[config.mk]
export PLATFORM = sky130hd
export DESIGN_NAME = uwu_uart_rx
export DESIGN_NICKNAME = d
export VERILOG_FILES = /design/src/rtl/uwu_uart_rx.sv
export SDC_FILE = /design/constraint.sdc
export NUM_CORES = 1
export LEC_CHECK = 0
export CAP_MARGIN = 40
export CORE_MARGIN = 8
export CORE_UTILIZATION = 50
export CTS_CLUSTER_SIZE = 10
export DETAILED_ROUTE_END_ITERATION = 16
export PLACE_DENSITY = 0.67
export RECOVER_POWER = 25
export SYNTH_ARGS = -nofsm -noshare
export SYNTH_HDL_FRONTEND = slang
export SYNTH_SLANG_ARGS = --single-unit
[constraint.sdc]
create_clock -name clk -period 2.28 [get_ports clk]
set_input_delay 0.456 -clock clk [delete_from_list [all_inputs] [get_ports clk]]
set_output_delay 0.456 -clock clk [all_outputs]
set_load 0.1 [all_outputs]
[src/rtl/uwu_uart_rx.sv]
// uwu_uart_rx: 8N1 UART receiver with a two-flop synchronizer, mid-bit sampling,
// a small byte FIFO on a valid/ready output, and framing/overrun error pulses.
module uwu_uart_rx #(
    parameter int CLK_FREQ   = 6000000,
    parameter int BAUD       = 115200,
    parameter int FIFO_DEPTH = 4
) (
    input  logic       clk,
    input  logic       rst,
    input  logic       rx,
    output logic [7:0] out_data,
    output logic       out_valid,
    input  logic       out_ready,
    output logic       frame_err,
    output logic       overrun,
    output logic       busy
);
    localparam int CPB  = CLK_FREQ / BAUD;
    localparam int HALF = CPB / 2;
    localparam int CW   = $clog2(CPB) > 0 ? $clog2(CPB) : 1;
    localparam int AW   = $clog2(FIFO_DEPTH);

    localparam logic [2:0] IDLE      = 3'd0;
    localparam logic [2:0] START     = 3'd1;
    localparam logic [2:0] DATA      = 3'd2;
    localparam logic [2:0] STOP      = 3'd3;
    localparam logic [2:0] WAIT_HIGH = 3'd4;

    logic          s1_q, s2_q;
    logic [2:0]    state_q, state_d;
    logic [CW-1:0] cnt_q, cnt_d;
    logic [2:0]    bitidx_q, bitidx_d;
    logic [7:0]    shift_q, shift_d;
    logic          frame_err_q, frame_err_d;
    logic          overrun_q, overrun_d;
    logic [7:0]    mem_q [FIFO_DEPTH];
    logic [AW:0]   wptr_q, rptr_q;
    logic          full, pop, push, can_accept;

    // Pointers carry an extra wrap bit so full and empty are distinguishable.
    assign full       = (wptr_q[AW] != rptr_q[AW]) && (wptr_q[AW-1:0] == rptr_q[AW-1:0]);
    assign out_valid  = wptr_q != rptr_q;
    assign out_data   = mem_q[rptr_q[AW-1:0]];
    assign pop        = out_valid && out_ready;
    assign can_accept = !full || pop;
    assign frame_err  = frame_err_q;
    assign overrun    = overrun_q;
    assign busy       = state_q != IDLE;

    always_comb begin
        state_d     = state_q;
        cnt_d       = cnt_q;
        bitidx_d    = bitidx_q;
        shift_d     = shift_q;
        push        = 1'b0;
        frame_err_d = 1'b0;
        overrun_d   = 1'b0;
        case (state_q)
            IDLE: if (!s2_q) begin
                state_d = START;
                cnt_d   = '0;
            end
            START: if (cnt_q == CW'(HALF - 1)) begin
                state_d  = s2_q ? IDLE : DATA;
                cnt_d    = '0;
                bitidx_d = '0;
            end else cnt_d = cnt_q + CW'(1);
            DATA: if (cnt_q == CW'(CPB - 1)) begin
                shift_d  = {s2_q, shift_q[7:1]};
                cnt_d    = '0;
                bitidx_d = bitidx_q + 3'd1;
                state_d  = bitidx_q == 3'd7 ? STOP : DATA;
            end else cnt_d = cnt_q + CW'(1);
            STOP: if (cnt_q == CW'(CPB - 1)) begin
                cnt_d       = '0;
                push        = s2_q && can_accept;
                overrun_d   = s2_q && !can_accept;
                frame_err_d = !s2_q;
                state_d     = s2_q ? IDLE : WAIT_HIGH;
            end else cnt_d = cnt_q + CW'(1);
            WAIT_HIGH: state_d = s2_q ? IDLE : WAIT_HIGH;
            default: state_d = IDLE;
        endcase
    end

    always_ff @(posedge clk) begin
        if (rst) begin
            s1_q        <= 1'b1;
            s2_q        <= 1'b1;
            state_q     <= IDLE;
            cnt_q       <= '0;
            bitidx_q    <= '0;
            shift_q     <= '0;
            frame_err_q <= 1'b0;
            overrun_q   <= 1'b0;
            wptr_q      <= '0;
            rptr_q      <= '0;
            for (int i = 0; i < FIFO_DEPTH; i++) mem_q[i] <= '0;
        end else begin
            s1_q        <= rx;
            s2_q        <= s1_q;
            state_q     <= state_d;
            cnt_q       <= cnt_d;
            bitidx_q    <= bitidx_d;
            shift_q     <= shift_d;
            frame_err_q <= frame_err_d;
            overrun_q   <= overrun_d;
            if (push) begin
                mem_q[wptr_q[AW-1:0]] <= shift_d;
                wptr_q                <= wptr_q + (AW + 1)'(1);
            end
            if (pop) rptr_q <= rptr_q + (AW + 1)'(1);
        end
    end
endmodule

==> impl_metrics.toml <==
[worst_setup_path]
worstPathArrival_ns = 1.58
worstPathCellList = "buf_4 > mux4_2 > buf_12"
end_kind = "primary output"
critPathBufInv = 2
slowest_stage = "mux4_2"
critical-path-top-delay-family = "multiplexers"
worstSetupPathType = "flip-flop to primary output"
cp_max_fo = 8
cp_data_required_time_ns = 1.82
start_kind = "flip-flop"
max_stage_delay_ns = 0.56

[detailed_routing]
num_vias = 1860
drt-initial-drc-count = 108
firstDrtPassIters = 4
vias_per_cell = 5.52
final_antenna_net_count = 0
wl_per_cell_um = 15.5
wl_mm = 5.22
routed-wl-met3_um = 212
dr_wl_met2_mm = 2.40
drc = 0
m1WireLength_mm = 2.49
highest_layer = "met4"

[power]
ir_worst_vdd_mv = 0.385
powerDensity_nw_per_um2 = 670
cellLeakagePower_nw = 1.26

[clock_tree]
clk_latency_ns = 0.33
htreeDepth = 3
cts_root_buf = "clkbuf_8"
path_clk_slew_ns = 0.06
cts-buffers-inserted = 9
cts.sinks = 64
cts_hold_buf = 0
cts_tree = "yes"
post_cts_buffers = 0
ctsResizeCount = 0
cts_buffer_depth = 2

[global_routing]
grt_first_pass_wirelength_mm = 8.64
antenna_found_initial = 0
grt_pass1_vias = 1746
gr-total-overflow = 0
gr-usage-all-layers = 0.130
grt_max_degree = 44

[placement]
io_buffers = 15
hpwl_mm = 3.81
place_congestion = 0.780
place_ws_ns = 0.162

[floorplan]
die_w_um = 92.6
start_util = 0.508
ios = 16
die_area_um2 = 8580
core_um2 = 5780
fp.dieH_um = 92.6
placement_rows = 28

[sta]
tns_ns = 0
fin_hold_ws_ns = 0.409
max_freq_mhz = 490
min_period_over_period = 0.895
hold_viol = 0
fin_skew_ns = 0.00884
rsz0062_at_grt = "false"
slew_headroom = 0.221
worst_pin_slew_ns = 1.17
timing.final.ws_setup_ns = 0.239
final_max_slew_viol_count = 0
layout_min_cycle_time_ns = 2.04
setup_viol = 0

[yosys]
syn_avg_cell_area_um2 = 12.2
yosysWarnings = 0
synth_async_sr_flop_share = 0
yosysTopAreaCellShare = 0.328
synth_edf_count = 32
ys.flop_type = "edfxtp_1"
ys_seq_area_frac = 0.546
syn_nets = 250
syn_inst = 240
syn-cell-area_um2 = 2930
synth_commonest_cells = "32 x dfxtp_1, 32 x edfxtp_1, 20 x nor3_1"
synth_area_leaders = "edfxtp_1 33%, dfxtp_1 22%, mux4_2 6.1%, mux2i_2 3.8%, and3_1 3.6%"
synth_seq_cells = 64
synth_cell_types = 52
synth.largest_area_cell = "edfxtp_1"

[final_layout]
num_antenna_cells = 0
nFillCells = 494
areaGrowthSynthToFinish_pct = 15.1
fin_util = 0.584
nNetsFinal = 267
drive_gt1_frac = 0.214

[worst_hold_path]
hp-class = "flip-flop to flip-flop"

[outcome]
status = "finished clean"

[job]
maxCapViolations = 0
where the power goes:
| group | total (mW) | internal, mW | switching, mW |
|---|---|---|---|
| Sequential | 1.24 | 1.23 | 0.0106 |
| Clock | 0.888 | 0.488 | 0.399 |
| Combinational | 0.138 | 0.0470 | 0.0914 |
routing by layer:
layer / global-route usage / vias to the layer above
met2: 0.192 / 43
met1: 0.169 / 870
met5: 0 / -
li1: - / 937
met4: 0.0805 / 0
met3: 0.0299 / 10
flip-flops by register name (all words and copies together) (netlist names), named ones only:
register / count
mem_q: 32
s1_q: 1
shift_q: 8
bitidx_q: 3
cnt_q: 6
wptr_q: 3
s2_q: 1
state_q: 3
overrun: 1
frame_err: 1
rptr_q: 3
worst register-to-register path, cell delays in order (launching register included):
cell and delay, ns:
dfxtp_1 0.36, and4bb_4 0.40, nand4_1 0.10, buf_4 0.22
mux2i_1 0.30, nor2_2 0.10, and3_1 0.21
placed cells by master (no fill, tap or decap), types with 2 or more instances in the layout:
master           Yosys  final
dfxtp_1             32     32
edfxtp_1            32     32
nor3_1              20     20
and3_1              17     17
nor2_1              11     16
buf_12               0     10
clkbuf_8             0      9
mux4_2               8      8
nand2_1              8      8
nand2b_1             7      7
a21oi_1              6      6
ha_1                 6      6
buf_4                2      6
inv_1                5      5
mux2i_2              8      5
nand4_1              4      4
mux2i_1              1      4
a21o_1               4      4
nand3_1              4      4
o31ai_1              4      4
clkinv_1             0      4
clkbuf_1             4      4
xor2_1               3      3
xnor2_1              3      3
nor2_2               8      3
or3_1                2      2
nand4b_1             2      2
a31o_2               2      2
or2_2                2      2
or4_1                2      2
o2bb2ai_1            2      2
clkdlybuf4s50_1      0      2
path summary, 6_finish.rpt:
check,from,endpoint,slack (ns),cells after the start
worst min register to register,s1_q,s2_q,0.41,1
worst min-delay path,s1_q,s2_q,0.41,1
worst max register to register,cnt_q[3],mem_q[0][7],0.34,6
worst max-delay path,flip-flop,out_data[0],0.24,3
metrics by stage:
step	cell area (um^2)	power, mW	std cells
detailed placement	3250	1.41	321
CTS	3430	2.28	337
finish	3380	2.26	337
global placement	3250	1.40	321
floorplan	2930	1.35	240
global route	3380	2.32	337
cells by family after synthesis:
group | synth area share
DFF | 0.546
adders and majority gates | 0.0256
and+or+nand+nor | 0.202
AOI/OAI and AO/OA | 0.0674
buffers and inverters | 0.0350
muxes | 0.106
xor gates and xnor gates | 0.0179
final cells by class:
type                            count  area, um^2  area share
Sequential cell                    64        1600       0.474
Multi-Input combinational cell    155        1200       0.357
Timing Repair Buffer               22         282      0.0833
Clock buffer                       10         128      0.0378
Tap cell                           75        93.8      0.0278
Clock inverter                      6        50.0      0.0148
Inverter                            5        18.8     0.00556
No activity file was read; power rests on OpenSTA's default activity.
